## config.mk

```make
export PLATFORM = sky130hd
export DESIGN_NAME = gain_offset_cal_flat
export DESIGN_NICKNAME = d
export VERILOG_FILES = /design/src/rtl/gain_offset_cal_pkg.sv /design/src/rtl/gain_offset_cal_if.sv /design/src/rtl/restoring_divider.sv /design/src/rtl/gain_offset_cal.sv /design/src/flat_wrapper.sv
export SDC_FILE = /design/constraint.sdc
export NUM_CORES = 1
export LEC_CHECK = 0
export BUFFER_PORTS_ARGS = -buffer_cell sky130_fd_sc_hd__buf_2
export CORE_ASPECT_RATIO = 1.25
export CORE_MARGIN = 2
export CORE_UTILIZATION = 40
export CTS_CLUSTER_DIAMETER = 60
export DETAILED_ROUTE_END_ITERATION = 10
export GPL_ROUTABILITY_DRIVEN = 0
export GPL_TIMING_DRIVEN = 0
export PLACE_DENSITY_LB_ADDON = 0.05
export SLEW_MARGIN = 20
export SYNTH_ARGS = -nofsm -noshare
export SYNTH_HDL_FRONTEND = slang
export SYNTH_SLANG_ARGS = --single-unit
```

## constraint.sdc

```tcl
create_clock -name clk -period 11.35 [get_ports clk]
set_input_delay 0 -clock clk [delete_from_list [all_inputs] [get_ports clk]]
set_output_delay 0 -clock clk [all_outputs]
set_load 0.05 [all_outputs]
```

## src/rtl/gain_offset_cal_pkg.sv

```systemverilog
// Shared types and helpers for the gain/offset calibration engine:
// FSM state encoding, target-span and gain-limit constants, offset clamp.
package gain_offset_cal_pkg;

  typedef logic [2:0] state_t;

  localparam state_t ST_IDLE    = 3'd0;
  localparam state_t ST_ACQUIRE = 3'd1;
  localparam state_t ST_DIVIDE  = 3'd2;
  localparam state_t ST_MULT    = 3'd3;
  localparam state_t ST_FINAL   = 3'd4;

  // Full symmetric output span of the downstream stage: 2^out_width - 2.
  function automatic int unsigned target_span(input int unsigned out_width);
    return (32'd1 << out_width) - 32'd2;
  endfunction

  // Largest gain that is still positive when read as a signed value.
  function automatic int unsigned max_gain(input int unsigned gain_width);
    return (32'd1 << (gain_width - 32'd1)) - 32'd1;
  endfunction

  function automatic logic signed [31:0] clamp_offset(input logic signed [31:0] raw,
                                                      input int unsigned    offset_width);
    logic signed [31:0] hi;
    logic signed [31:0] lo;
    hi = (32'sd1 <<< (offset_width - 32'd1)) - 32'sd1;
    lo = -(32'sd1 <<< (offset_width - 32'd1));
    if (raw > hi) return hi;
    if (raw < lo) return lo;
    return raw;
  endfunction

endpackage

```

## src/rtl/gain_offset_cal_if.sv

```systemverilog
// Sample-stream and result bundle of gain_offset_cal; the slave side is the
// calibration engine, the master side drives start and samples.
interface gain_offset_cal_if #(
  parameter int IN_WIDTH     = 8,
  parameter int GAIN_WIDTH   = 16,
  parameter int OFFSET_WIDTH = 8
);
  logic                           start;
  logic                           in_valid;
  logic signed [IN_WIDTH-1:0]     in_data;
  logic                           busy;
  logic                           done;
  logic                           cal_valid;
  logic                           degenerate;
  logic        [GAIN_WIDTH-1:0]   gain;
  logic signed [OFFSET_WIDTH-1:0] offset;

  modport master (
    output start, in_valid, in_data,
    input  busy, done, cal_valid, degenerate, gain, offset
  );

  modport slave (
    input  start, in_valid, in_data,
    output busy, done, cal_valid, degenerate, gain, offset
  );
endinterface

```

## src/rtl/restoring_divider.sv

```systemverilog
// Unsigned restoring divider, one quotient bit per cycle, latency DVD_W cycles
// after start_i. done_o marks the cycle of the last iteration.
module restoring_divider #(
  parameter int DVD_W = 16,
  parameter int DVS_W = 8
) (
  input  logic             clk,
  input  logic             rst,
  input  logic             start_i,
  input  logic [DVD_W-1:0] dividend_i,
  input  logic [DVS_W-1:0] divisor_i,
  output logic             done_o,
  output logic [DVD_W-1:0] quotient_o
);

  localparam int CNT_W = (DVD_W > 1) ? $clog2(DVD_W) : 1;

  logic             busy_q;
  logic [CNT_W-1:0] cnt_q;
  logic [DVS_W-1:0] rem_q;
  logic [DVS_W-1:0] rem_d;
  logic [DVS_W-1:0] dvs_q;
  logic [DVD_W-1:0] quo_q;
  logic [DVS_W:0]   partial;
  logic [DVS_W:0]   trial;
  logic             qbit;

  // quo_q shifts dividend bits out of its top while quotient bits enter below.
  always_comb begin
    partial = {rem_q, quo_q[DVD_W-1]};
    trial   = partial - {1'b0, dvs_q};
    qbit    = ~trial[DVS_W];
    rem_d   = qbit ? trial[DVS_W-1:0] : partial[DVS_W-1:0];
  end

  // NOTE: sequential state is written with <= so every flop samples pre-edge values.
  always_ff @(posedge clk) begin
    if (rst) begin
      busy_q <= 1'b0;
      cnt_q  <= '0;
      rem_q  <= '0;
      dvs_q  <= '0;
      quo_q  <= '0;
    end else if (start_i) begin
      busy_q <= 1'b1;
      cnt_q  <= '0;
      rem_q  <= '0;
      dvs_q  <= divisor_i;
      quo_q  <= dividend_i;
    end else if (busy_q) begin
      rem_q <= rem_d;
      quo_q <= {quo_q[DVD_W-2:0], qbit};
      cnt_q <= cnt_q + CNT_W'(1);
      if (cnt_q == CNT_W'(DVD_W - 1)) busy_q <= 1'b0;
    end
  end

  assign done_o     = busy_q && (cnt_q == CNT_W'(DVD_W - 1));
  assign quotient_o = quo_q;

endmodule

```

## src/rtl/gain_offset_cal.sv

```systemverilog
// Calibration engine: windowed min/max capture, then gain = TS<<R / span and
// a centring offset. Define GAIN_OFFSET_CAL_ROUND_EN to round the offset to nearest.
module gain_offset_cal
  import gain_offset_cal_pkg::*;
#(
  parameter int IN_WIDTH     = 8,
  parameter int GAIN_WIDTH   = 16,
  parameter int GAIN_RADIX   = 8,
  parameter int OFFSET_WIDTH = 8,
  parameter int OUT_WIDTH    = 8,
  parameter int WINDOW_LOG2  = 10
) (
  input logic             clk,
  input logic             rst,
  gain_offset_cal_if.slave bus
);

  localparam int D         = OUT_WIDTH + GAIN_RADIX;
  localparam int DIV_CNT_W = $clog2(D + 1);
  localparam int P_W       = IN_WIDTH + 1 + GAIN_WIDTH;
  localparam int RAW_W     = P_W + 1;

  localparam logic [D-1:0]          DIVIDEND = D'(target_span(OUT_WIDTH) << GAIN_RADIX);
  localparam logic [GAIN_WIDTH-1:0] GAIN_MAX = GAIN_WIDTH'(max_gain(GAIN_WIDTH));
  localparam logic [GAIN_WIDTH-1:0] UNITY    = GAIN_WIDTH'(32'd1 << GAIN_RADIX);

  state_t                         state_q, state_d;
  logic [WINDOW_LOG2-1:0]         smp_cnt_q, smp_cnt_d;
  logic [DIV_CNT_W-1:0]           div_cnt_q, div_cnt_d;
  logic signed [IN_WIDTH-1:0]     min_q, min_d, max_q, max_d;
  logic                           busy_q, busy_d, done_q, done_d;
  logic                           cal_valid_q, cal_valid_d, degen_q, degen_d;
  logic [GAIN_WIDTH-1:0]          gain_q, gain_d;
  logic signed [OFFSET_WIDTH-1:0] offset_q, offset_d;

  logic [IN_WIDTH-1:0]            span;
  logic                           span_zero;
  logic                           div_start;
  logic                           div_done;
  logic [D-1:0]                   quotient;
  logic [GAIN_WIDTH-1:0]          gain_sel;
  logic signed [IN_WIDTH:0]       sum;
  logic signed [P_W-1:0]          prod, prod_adj, shifted;
  logic signed [RAW_W-1:0]        raw;
  logic signed [OFFSET_WIDTH-1:0] offset_sel;

  // max >= min always holds, so the wrapped difference is the exact span.
  assign span      = IN_WIDTH'(max_q - min_q);
  assign span_zero = (span == '0);
  assign div_start = (state_q == ST_DIVIDE) && (div_cnt_q == '0) && !span_zero;

  restoring_divider #(
    .DVD_W (D),
    .DVS_W (IN_WIDTH)
  ) u_div (
    .clk        (clk),
    .rst        (rst),
    .start_i    (div_start),
    .dividend_i (DIVIDEND),
    .divisor_i  (span),
    .done_o     (div_done),
    .quotient_o (quotient)
  );

  always_comb begin
    if (span_zero)                      gain_sel = UNITY;
    else if (32'(quotient) > 32'(GAIN_MAX)) gain_sel = GAIN_MAX;
    else                                gain_sel = GAIN_WIDTH'(quotient);
  end

  assign sum  = (IN_WIDTH + 1)'(max_q) + (IN_WIDTH + 1)'(min_q);
  assign prod = P_W'(sum) * P_W'($signed({1'b0, gain_sel}));

`ifdef GAIN_OFFSET_CAL_ROUND_EN
  localparam logic signed [P_W-1:0] ROUND_BIAS = P_W'(2 ** GAIN_RADIX);
  assign prod_adj = prod + ROUND_BIAS;
`else
  assign prod_adj = prod;
`endif

  assign shifted    = prod_adj >>> (GAIN_RADIX + 1);
  assign raw        = span_zero ? -RAW_W'(min_q) : -RAW_W'(shifted);
  assign offset_sel = OFFSET_WIDTH'(clamp_offset(32'(raw), OFFSET_WIDTH));

  always_comb begin
    // NOTE: every _d starts from its _q so no path through the case infers a latch.
    state_d     = state_q;
    smp_cnt_d   = smp_cnt_q;
    div_cnt_d   = div_cnt_q;
    min_d       = min_q;
    max_d       = max_q;
    busy_d      = busy_q;
    done_d      = 1'b0;
    cal_valid_d = cal_valid_q;
    degen_d     = degen_q;
    gain_d      = gain_q;
    offset_d    = offset_q;
    case (state_q)
      ST_IDLE: begin
        if (bus.start) begin
          state_d   = ST_ACQUIRE;
          busy_d    = 1'b1;
          smp_cnt_d = '0;
        end
      end
      ST_ACQUIRE: begin
        if (bus.in_valid) begin
          smp_cnt_d = smp_cnt_q + WINDOW_LOG2'(1);
          if (smp_cnt_q == '0) begin
            min_d = bus.in_data;
            max_d = bus.in_data;
          end else begin
            if (bus.in_data < min_q) min_d = bus.in_data;
            if (bus.in_data > max_q) max_d = bus.in_data;
          end
          if (smp_cnt_q == '1) begin
            state_d   = ST_DIVIDE;
            div_cnt_d = '0;
          end
        end
      end
      ST_DIVIDE: begin
        // A zero span skips the divider but waits the same number of cycles.
        div_cnt_d = div_cnt_q + DIV_CNT_W'(1);
        if (span_zero ? (div_cnt_q == DIV_CNT_W'(D)) : div_done) state_d = ST_MULT;
      end
      ST_MULT: begin
        gain_d      = gain_sel;
        offset_d    = offset_sel;
        degen_d     = span_zero;
        done_d      = 1'b1;
        cal_valid_d = 1'b1;
        state_d     = ST_FINAL;
      end
      ST_FINAL: begin
        busy_d  = 1'b0;
        state_d = ST_IDLE;
      end
      default: state_d = ST_IDLE;
    endcase
  end

  always_ff @(posedge clk) begin
    if (rst) begin
      state_q     <= ST_IDLE;
      smp_cnt_q   <= '0;
      div_cnt_q   <= '0;
      min_q       <= '0;
      max_q       <= '0;
      busy_q      <= 1'b0;
      done_q      <= 1'b0;
      cal_valid_q <= 1'b0;
      degen_q     <= 1'b0;
      gain_q      <= UNITY;
      offset_q    <= '0;
    end else begin
      state_q     <= state_d;
      smp_cnt_q   <= smp_cnt_d;
      div_cnt_q   <= div_cnt_d;
      min_q       <= min_d;
      max_q       <= max_d;
      busy_q      <= busy_d;
      done_q      <= done_d;
      cal_valid_q <= cal_valid_d;
      degen_q     <= degen_d;
      gain_q      <= gain_d;
      offset_q    <= offset_d;
    end
  end

  assign bus.busy       = busy_q;
  assign bus.done       = done_q;
  assign bus.cal_valid  = cal_valid_q;
  assign bus.degenerate = degen_q;
  assign bus.gain       = gain_q;
  assign bus.offset     = offset_q;

endmodule

```

## src/flat_wrapper.sv

```systemverilog
// flat-port wrapper written by rule: the top's interface ports become plain ports
module gain_offset_cal_flat import gain_offset_cal_pkg::*;
#(
  parameter int IN_WIDTH     = 8,
  parameter int GAIN_WIDTH   = 16,
  parameter int GAIN_RADIX   = 8,
  parameter int OFFSET_WIDTH = 8,
  parameter int OUT_WIDTH    = 8,
  parameter int WINDOW_LOG2  = 10
)
  (clk, rst, bus_start, bus_in_valid, bus_in_data, bus_busy, bus_done, bus_cal_valid, bus_degenerate, bus_gain, bus_offset);
  gain_offset_cal_if #(.IN_WIDTH(IN_WIDTH), .GAIN_WIDTH(GAIN_WIDTH), .OFFSET_WIDTH(OFFSET_WIDTH)) bus_i ();
  input logic clk;
  input logic rst;
  input wire logic [$bits(bus_i.start)-1:0] bus_start;
  input wire logic [$bits(bus_i.in_valid)-1:0] bus_in_valid;
  input wire logic [$bits(bus_i.in_data)-1:0] bus_in_data;
  output wire logic [$bits(bus_i.busy)-1:0] bus_busy;
  output wire logic [$bits(bus_i.done)-1:0] bus_done;
  output wire logic [$bits(bus_i.cal_valid)-1:0] bus_cal_valid;
  output wire logic [$bits(bus_i.degenerate)-1:0] bus_degenerate;
  output wire logic [$bits(bus_i.gain)-1:0] bus_gain;
  output wire logic [$bits(bus_i.offset)-1:0] bus_offset;
  assign bus_i.start = bus_start;
  assign bus_i.in_valid = bus_in_valid;
  assign bus_i.in_data = bus_in_data;
  assign bus_busy = bus_i.busy;
  assign bus_done = bus_i.done;
  assign bus_cal_valid = bus_i.cal_valid;
  assign bus_degenerate = bus_i.degenerate;
  assign bus_gain = bus_i.gain;
  assign bus_offset = bus_i.offset;
  gain_offset_cal #(.IN_WIDTH(IN_WIDTH), .GAIN_WIDTH(GAIN_WIDTH), .GAIN_RADIX(GAIN_RADIX), .OFFSET_WIDTH(OFFSET_WIDTH), .OUT_WIDTH(OUT_WIDTH), .WINDOW_LOG2(WINDOW_LOG2)) u_core (.clk(clk), .rst(rst), .bus(bus_i));
endmodule
```

======== Word-level counts from Yosys, hierarchy flattened ========
Index checks and enable logic that the tools add are counted.
operators by class
  equality and inequality tests ........... 11
  reductions and logical operators ........ 21
  bitwise gates (word level) .............. 1
  multipliers ............................. 1
  add/sub/neg operators ................... 8
  order comparisons ....................... 5
  multiplexer cells ....................... 35
operator list
  operator                                                                           number
  8-bit 2-to-1 mux                                                                   9
  16-bit 2-to-1 mux                                                                  4
  26-bit by 8-bit greater-than comparator with 1-bit output, second input constant   1
  26-bit by 8-bit < comparator with 1-bit output, second input constant              1
  26-bit 2-to-1 mux                                                                  1
  16-bit negation with 26-bit output                                                 1
  8-bit negation with 26-bit output                                                  1
  9-bit by 17-bit multiplier with 25-bit output                                      1
  10-bit 2-to-1 mux                                                                  2
  10-bit one-hot mux with 2 select lines                                             1
  16-bit by 15-bit greater-than comparator with 1-bit output, second input constant  1
  3-bit 2-to-1 mux                                                                   4
  3-bit one-hot mux with 4 select lines                                              1
  3-bit AND reduction                                                                4
  2-bit nonzero test                                                                 6
  10-bit by 1-bit adder with 10-bit output, second input constant                    1
  10-bit equality test, second input constant                                        1
  10-bit zero test                                                                   1
  5-bit 2-to-1 mux                                                                   2
  5-bit one-hot mux with 2 select lines                                              1
  8-bit by 8-bit adder with 9-bit output                                             1
  1-bit 2-to-1 mux                                                                   9
  9-bit by 8-bit subtractor with 9-bit output                                        1
  8-bit greater-than comparator                                                      1
  21 further kinds                                                                   26
storage, ports and cells
  input port bits ......................... 12
  bits in registers ....................... 99

======== Depth between registers and ports, before layout ========
Gate-level depths: netlist (run 1).
  depth after elaboration ................. 11
  mapped depth ............................ 40
  gate-level depth less buffers ........... 36

======== Hierarchy ========
From an unflattened synthesis (run 1), not the netlist that was laid out.
unflattened totals
  cells, all modules ...................... 1,365
  area total of the unflattened synthesis .. 11,162.0 um2
modules (own cells, without submodules)
  module             area an instance (um2)  times used  cells each
  gain_offset_cal    9,191.3                 1           1,131
  restoring_divider  1,970.6                 1           234

======== Worst setup path before layout (run 1) ========
No wires, ideal clock.
  kind .................................... register to register
  start ................................... register u_core.min_q[2]
  end ..................................... register u_core.offset_q[0] (netlist: u_core.bus.offset[0])
  stages on the path, launching flop included .. 35
  slack ................................... 2.787 ns
  buffers on the path ..................... 4
  data required time ...................... 11.289 ns
  data arrival time ....................... 8.502 ns
  library setup time ...................... 0.061 ns
  clock period less this slack ............ 8.563 ns
  cell sequence ........................... dfxtp_1 > inv_1 > ha_1 > nor2_1 > a211oi_1 > mux2_2 > nor4_1 > nand4_1 > clkbuf_1 > clkbuf_1 > o21ai_0 > nand2_1 > fa_1 > fa_1 > inv_1 > fa_1 > fa_1 > inv_1 > fa_1 > inv_1 > ha_1 > nand4_1 > or3_1 > buf_1 > o22ai_1 > a21oi_1 > a32oi_1 > and4_4 > buf_6 > or3b_1 > xor2_1 > a21oi_1 > o41a_1 > nor3_4 > a221o_1
between the ends
  cells in the longest elaborated chain, start to end .. 11
  elaborated cells on any way between the ends .. 16
RTL lines
  what                                            line                       text
  start: declaration                              gain_offset_cal.sv:30      logic signed [IN_WIDTH-1:0] min_q, min_d, max_q, max_d;
  start signal: assignment                        gain_offset_cal.sv:160     min_q <= min_d;
  8-bit subtractor                                gain_offset_cal.sv:48      assign span = IN_WIDTH'(max_q - min_q);
  8-bit zero test                                 gain_offset_cal.sv:49      assign span_zero = (span == '0);
  16-bit 2-to-1 mux                               gain_offset_cal.sv:66      if (span_zero) gain_sel = UNITY;
  9-bit by 17-bit multiplier with 25-bit output   gain_offset_cal.sv:72      assign prod = P_W'(sum) * P_W'($signed({1'b0, gain_sel}));
  16-bit negation with 26-bit output              gain_offset_cal.sv:82      assign raw = span_zero ? -RAW_W'(min_q) : -RAW_W'(shifted);
  26-bit 2-to-1 mux (*)                           gain_offset_cal.sv:82
  26-bit by 8-bit < comparator with 1-bit output  gain_offset_cal_pkg.sv:30  if (raw < lo) return lo;
  1-bit 2-to-1 mux (2 in series)                  gain_offset_cal_pkg.sv:30
  8-bit 2-to-1 mux                                gain_offset_cal_pkg.sv:31  return raw;
  8-bit 2-to-1 mux (*)                            gain_offset_cal_pkg.sv:30
  end signal: assignment                          gain_offset_cal.sv:167     offset_q <= offset_d;
  end: declaration                                gain_offset_cal.sv:34      logic signed [OFFSET_WIDTH-1:0] offset_q, offset_d;
Every way passes the cells marked *; elsewhere a longest branch is shown, timed or not. The select of a mux whose other input is x is not followed.
A chain may end at the register's enable or synchronous reset.

======== Final worst setup path (run 1) ========
  start ................................... register u_core.min_q[1]
  end ..................................... register u_core.offset_q[1] (netlist: u_core.bus.offset[1])
The elaborated chain is that of the path after synthesis.

==> results.sh, run 1 <==
export IMPL_hpwl_um=26500
export IMPL_antenna_cells=0
export IMPL_worstSetupPathType="flip-flop to flip-flop"
export IMPL_io_buffer_count=38
export IMPL_final_area_um2=12000
export IMPL_via_per_inst=5.43
export IMPL_io_pins=40
export IMPL_die_area_um2=28800
export IMPL_cp_arrival_ns=11.03
export IMPL_cap_violations=0
export IMPL_fin_crit_ns=10.72
export IMPL_post_cts_resized=0
export IMPL_wire_per_inst_um=18.2
export IMPL_path_max_fanout=10
export IMPL_tns_ns=0
export IMPL_initial_core_util_pct=40.7
export IMPL_grt_start_max_net_pins=19
export IMPL_cts_setup_buffers=0
export IMPL_endpoint_kind="flip-flop"
export IMPL_core_um2=26900
export IMPL_clkSinkCount=99
export IMPL_ys_seq_area_share_pct=18.1
export IMPL_max_slew_margin_pct=29.8
export IMPL_ys_ff_latch=99
export IMPL_cts_buffers=9
export IMPL_post_dp_cell_area_um2=11600
export IMPL_insertion_delay_ns=0.36
export IMPL_root_buffer="clkbuf_16"
export IMPL_critPathLaunchType="flip-flop"
export IMPL_skew_ns=0.00952
export IMPL_outcome="complete, no violations"
export IMPL_timing_hold_violations_final=0
export IMPL_antenna_left=0
export IMPL_peakVddDrop_uv=85.5
export IMPL_drive_gt1_share_pct=6.31
export IMPL_synth_cell_type_count=71
export IMPL_critical_path_required_ns=11.66
export IMPL_die_x_um=152
export IMPL_syn_to_final_growth_pct=9.28
export IMPL_report_final_slew_viol_count=0
export IMPL_drtPass1Iterations=5
export IMPL_grt_usage_pct=22.6
export IMPL_cp_common_cell="fa_1"
export IMPL_overflow=0
export IMPL_worstMarginPinSlew_ns=1.05
export IMPL_ys_warn_count=0
export IMPL_setup_viol=0
export IMPL_vias=9533
export IMPL_cts_tree="built"
export IMPL_antenna_found_initial=0
export IMPL_placementRows=67
export IMPL_power_density_nw_per_um2=86.4
export IMPL_synthArstFlopShare_pct=0
export IMPL_cts_htree_levels=3
export IMPL_dieHeight_um=189
export IMPL_power_leakage_nw=5.43
export IMPL_clock_path_buffers=2
export IMPL_crit_slowest_cell="fa_1"
export IMPL_drtIter0Drc=567
export IMPL_syn_inst=1342
export IMPL_drc=0
export IMPL_worstHoldPathType="primary input to flip-flop"
export IMPL_slowest_delay_ns=0.56
export IMPL_grt_pass1_vias=9652
export IMPL_routed_wl_um=31900
export IMPL_clk_pin_slew_worst_paths_ns=0.07
export IMPL_rsz0062_at_grt="no"
export IMPL_nets=1626
export IMPL_finalCritPeriodShare_pct=94.5
export IMPL_fmax_mhz=93.3
export IMPL_grt_pass1_wl_um=51400
export IMPL_ys_flop_type="dfxtp_1"
export IMPL_syn_area_um2=11000
export IMPL_syn_avg_cell_area_um2=8.17
export IMPL_synth_edff_count=0
## cells in the final DEF, fill, tap and decap left out, types with 13 or more instances in the layout
cell / synthesis / layout
xnor2_1: 31 / 31
nand2b_1: 20 / 20
inv_1: 128 / 128
fa_1: 101 / 101
dfxtp_1: 99 / 99
nand2_1: 88 / 88
xor2_1: 22 / 22
nor3_1: 22 / 22
a211oi_1: 19 / 19
or2_2: 20 / 20
mux2i_1: 45 / 45
clkbuf_1: 57 / 57
a21o_1: 20 / 20
ha_1: 108 / 108
a21oi_1: 82 / 82
nand3_1: 30 / 30
o21ai_0: 52 / 52
and3_1: 13 / 13
nand4_1: 14 / 14
nor2_1: 220 / 220
buf_2: 0 / 38
## report_power, final
part,switching (W),leakage (nW),internal (W)
sequential,0.00000470,0.799,0.000350
clock,0.000148,0.142,0.000159
combinational,0.000239,4.48,0.000134
## per-stage QoR
stage / power, W / hold WS [ns] / setup WS [ns] / instances / utilization (%)
after floorplan: 0.000628 / 0.144 / 2.79 / 1348 / -
after global placement: 0.000731 / 0.274 / 0.704 / 1731 / 43.1
after detailed placement: 0.000730 / 0.288 / 0.746 / 1731 / 43.1
after CTS: 0.00105 / 0.0436 / 0.697 / 1755 / 44.5
after global routing: 0.00110 / 0.0796 / 0.107 / 1755 / 44.5
final: 0.00104 / 0.0637 / 0.627 / 1755 / 44.5
## kinds of logic after synthesis
logic type	share of synthesized area, %
buffers and inverters	6.54
multiplexers	4.31
adder cells (fa/ha/maj)	30.8
AND/OR/NAND/NOR	20.9
other	0.0685
flip-flops	18.1
AO/OA/AOI/OAI	15.1
XOR/XNOR	4.23
## worst max-delay path, delay by kind of cell (launching register included)
family                   cells  cell delay [ns]
adder cells (fa/ha/maj)      7             3.45
AND/OR/NAND/NOR              9             2.39
AO/OA/AOI/OAI                8             2.15
buffers and inverters        8             1.43
flip-flops                   1             0.53
multiplexers                 1             0.41
XOR/XNOR                     1             0.26
## per-layer routing
| metal | part of all wire (%) | vias to the layer above | global-route usage, % |
|---|---|---|---|
| met5 | 0 | - | 0 |
| met4 | 2.9 | 0 | 8.27 |
| met3 | 2.8 | 50 | 2.79 |
| met2 | 51 | 176 | 40.0 |
| met1 | 43 | 4649 | 28.3 |
| li1 | - | 4658 | - |
## worst paths after layout
| path | start | cells past startpoint | end | slack (ns) |
|---|---|---|---|---|
| setup / recovery | u_core.min_q[1] | 34 | u_core.bus.offset[1] | 0.63 |
| hold reg to reg | u_core.bus.cal_valid | 2 | u_core.bus.cal_valid | 0.45 |
| setup reg to reg | u_core.min_q[1] | 34 | u_core.bus.offset[1] | 0.63 |
| hold / removal | bus_in_valid | 4 | u_core.state_q[0] | 0.06 |
## area by class of cell
type	instances	area [um^2]
Fill cell	2793	14900
Multi-Input combinational cell	1060	8290
Sequential cell	99	1980
Inverter	130	488
Tap cell	345	432
Timing Repair Buffer	46	270
Clock buffer	10	239
Buffer	59	229
Clock inverter	6	53.8
## synth_stat cells (6+ instances only)
master      n  share of area (%)
fa_1      101                 18
nand4_1    14               0.80
a211oi_1   19                1.3
nor2b_1    10               0.57
inv_1     128                4.4
xor2_1     22                1.8
or2_2      20                1.1
o21ai_0    52                2.4
and2_1     12               0.68
clkbuf_1   57                2.0
a21oi_1    82                3.7
nand2_1    88                3.0
nor3_1     22                1.0
nor4_1      8               0.46
a31oi_1     6               0.34
dfxtp_1    99                 18
a221o_1     8               0.73
o21bai_1    9               0.62
nand2b_1   20                1.1
and3_1     13               0.74
nand3_1    30                1.4
a21o_1     20                1.4
mux2i_1    45                4.1
or3_1      11               0.63
xnor2_1    31                2.5
ha_1      108                 12
o211ai_1    8               0.55
nor2_1    220                7.5
## sequential cells by signal, summed over array words and instances, names as in the netlist, 4 cells and up
signal,count
u_core.bus.gain,16
u_core.u_div.quotient_o,16
u_core.smp_cnt_q,10
u_core.bus.offset,8
u_core.max_q,8
u_core.min_q,8
u_core.u_div.dvs_q,8
u_core.u_div.rem_q,8
u_core.div_cnt_q,5
u_core.u_div.cnt_q,4
## what timing repair did
item,CTS,global route
setup endpoints to repair,0,0
hold buffers,8,0
endpoints found under the hold margin,15,0
Note: power is estimated with default switching activity, not from simulation.
==> inputs of run 2 (changes only) <==
--- a/config.mk
+++ b/config.mk
@@ -5,15 +5,14 @@
 export SDC_FILE = /design/constraint.sdc
 export NUM_CORES = 1
 export LEC_CHECK = 0
-export BUFFER_PORTS_ARGS = -buffer_cell sky130_fd_sc_hd__buf_2
 export CORE_ASPECT_RATIO = 1.25
 export CORE_MARGIN = 2
 export CORE_UTILIZATION = 40
 export CTS_CLUSTER_DIAMETER = 60
 export DETAILED_ROUTE_END_ITERATION = 10
+export DONT_BUFFER_PORTS = 1
 export GPL_ROUTABILITY_DRIVEN = 0
 export GPL_TIMING_DRIVEN = 0
-export PLACE_DENSITY_LB_ADDON = 0.05
 export SLEW_MARGIN = 20
 export SYNTH_ARGS = -nofsm -noshare
 export SYNTH_HDL_FRONTEND = slang
==> results.sh, run 2 (same netlist as run 1, synthesis figures left out) <==
export IMPL_endpoint_kind="flip-flop"
export IMPL_cts_hold_buf=10
export IMPL_drive_gt1_share_pct=3.71
export IMPL_finalCritPeriodShare_pct=93.8
export IMPL_grt_start_max_net_pins=20
export IMPL_via_per_inst=5.55
export IMPL_timing_rr_start="u_core.min_q[1]"
export IMPL_setup_viol=0
export IMPL_routed_wl_um=30700
export IMPL_power_density_nw_per_um2=87.4
export IMPL_drtIter0Drc=525
export IMPL_io_pins=40
export IMPL_r2r_end="u_core.bus.offset[1]"
export IMPL_antenna_cells=0
export IMPL_nets=1590
export IMPL_outcome="complete, no violations"
export IMPL_report_final_slew_viol_count=0
export IMPL_layout_common_cells="nor2_1, inv_1, ha_1, fa_1, dfxtp_1"
export IMPL_timing_hold_violations_final=0
export IMPL_dpl_cell_count=1693
export IMPL_antenna_found_initial=0
export IMPL_clk_pin_slew_worst_paths_ns=0.07
export IMPL_cts_tree="built"
export IMPL_cap_violations=0
export IMPL_critical_path_required_ns=11.66
export IMPL_slowest_delay_ns=0.56
export IMPL_overflow=0
export IMPL_hpwl_um=25000
export IMPL_final_util_pct=43.9
export IMPL_placementRows=67
export IMPL_timing_reg2reg_setup_slack_ns=0.70
export IMPL_drc=0
export IMPL_die_area_um2=28800
export IMPL_wire_per_inst_um=17.8
export IMPL_clock_path_buffers=2
export IMPL_pre_cts_ws_ns=0.865
export IMPL_rsz0062_at_grt="no"
export IMPL_min_to="u_core.div_cnt_q[3]"
export IMPL_peakVddDrop_uv=136
export IMPL_layout_cells_non_filler=1719
export IMPL_cts_buffers=9
export IMPL_cp_common_cell="fa_1"
export IMPL_drtPass1Iterations=7
export IMPL_core_um2=26900
export IMPL_tns_ns=0
export IMPL_min_path_cells=3
export IMPL_hold_start="bus_in_valid"
export IMPL_worstSetupPathType="flip-flop to flip-flop"
export IMPL_fin_crit_ns=10.65
export IMPL_fmax_mhz=93.9
export IMPL_die_x_um=152
export IMPL_io_buffer_count=0
export IMPL_grt_pass1_vias=9567
export IMPL_cp_arrival_ns=10.96
export IMPL_root_buffer="clkbuf_16"
export IMPL_final_common_cell="nor2_1"
export IMPL_cts_setup_buffers=0
export IMPL_grt_usage_pct=21.4
export IMPL_vias=9544
export IMPL_post_cts_resized=0
export IMPL_worstHoldPathType="primary input to flip-flop"
export IMPL_rr_worst_depth=34
export IMPL_worstMarginPinSlew_ns=1.04
export IMPL_grt_pass1_wl_um=49200
export IMPL_path_max_fanout=10
export IMPL_skew_ns=0.0111
export IMPL_syn_to_final_growth_pct=7.83
export IMPL_critPathLaunchType="flip-flop"
export IMPL_power_leakage_nw=5.25
export IMPL_insertion_delay_ns=0.37
export IMPL_initial_core_util_pct=40.7
export IMPL_antenna_left=0
export IMPL_dieHeight_um=189
export IMPL_fin_ws_ns=0.701
export IMPL_clkSinkCount=99
export IMPL_crit_slowest_cell="fa_1"
export IMPL_max_slew_margin_pct=30.6
export IMPL_cts_htree_levels=3
run 2: area by class of cell:
cell class / count / area (um^2)
Buffer: 59 / 229
Clock buffer: 10 / 239
Clock inverter: 6 / 65.1
Fill cell: 2717 / 15100
Inverter: 130 / 488
Multi-Input combinational cell: 1060 / 8290
Sequential cell: 99 / 1980
Tap cell: 345 / 432
Timing Repair Buffer: 10 / 100
run 2: layer usage:
metal | global-route usage (%) | routed length, um | up-vias
li1 | - | - | 4600
met1 | 25.4 | 12700 | 4654
met2 | 38.6 | 15400 | 228
met3 | 3.07 | 1350 | 62
met4 | 9.06 | 1210 | 0
met5 | 0 | 0 | -
run 2: power breakdown:
part           internal, W  leakage [nW]  switching (W)
sequential        0.000350         0.799     0.00000562
combinational     0.000133          4.30       0.000230
clock             0.000162         0.150       0.000154
total             0.000645          5.25       0.000389
run 2: worst max-delay path: cells and delay by family, from the launching register on:
kind	cells	cell delay (ns)
adders and majority gates	7	3.42
and+or+nand+nor	9	2.43
AOI/OAI and AO/OA	8	2.16
buffers and inverters	8	1.43
DFF	1	0.51
muxes	1	0.41
xor gates and xnor gates	1	0.20
run 2: how the worst max path moves through the flow:
stage               startpoint                   end  slack, ns
6_report       u_core.min_q[1]  u_core.bus.offset[1]       0.70
5_1_grt        u_core.min_q[2]  u_core.bus.offset[2]       0.17
4_1_cts        u_core.min_q[1]  u_core.bus.offset[1]       0.78
3_5_place_dp   u_core.min_q[1]  u_core.bus.offset[1]       0.86
3_3_place_gp   u_core.min_q[1]  u_core.bus.offset[0]       0.81
2_1_floorplan  u_core.min_q[2]  u_core.bus.offset[0]       2.79
run 2: metrics by stage:
stage,hold WS [ns],instance area [um^2],total power (W)
global route,0.111,11800,0.00110
floorplan,0.144,11000,0.000628
CTS,0.0608,11800,0.00104
global placement,0.149,11400,0.000716
finish,0.0616,11800,0.00103
detailed placement,0.153,11400,0.000718
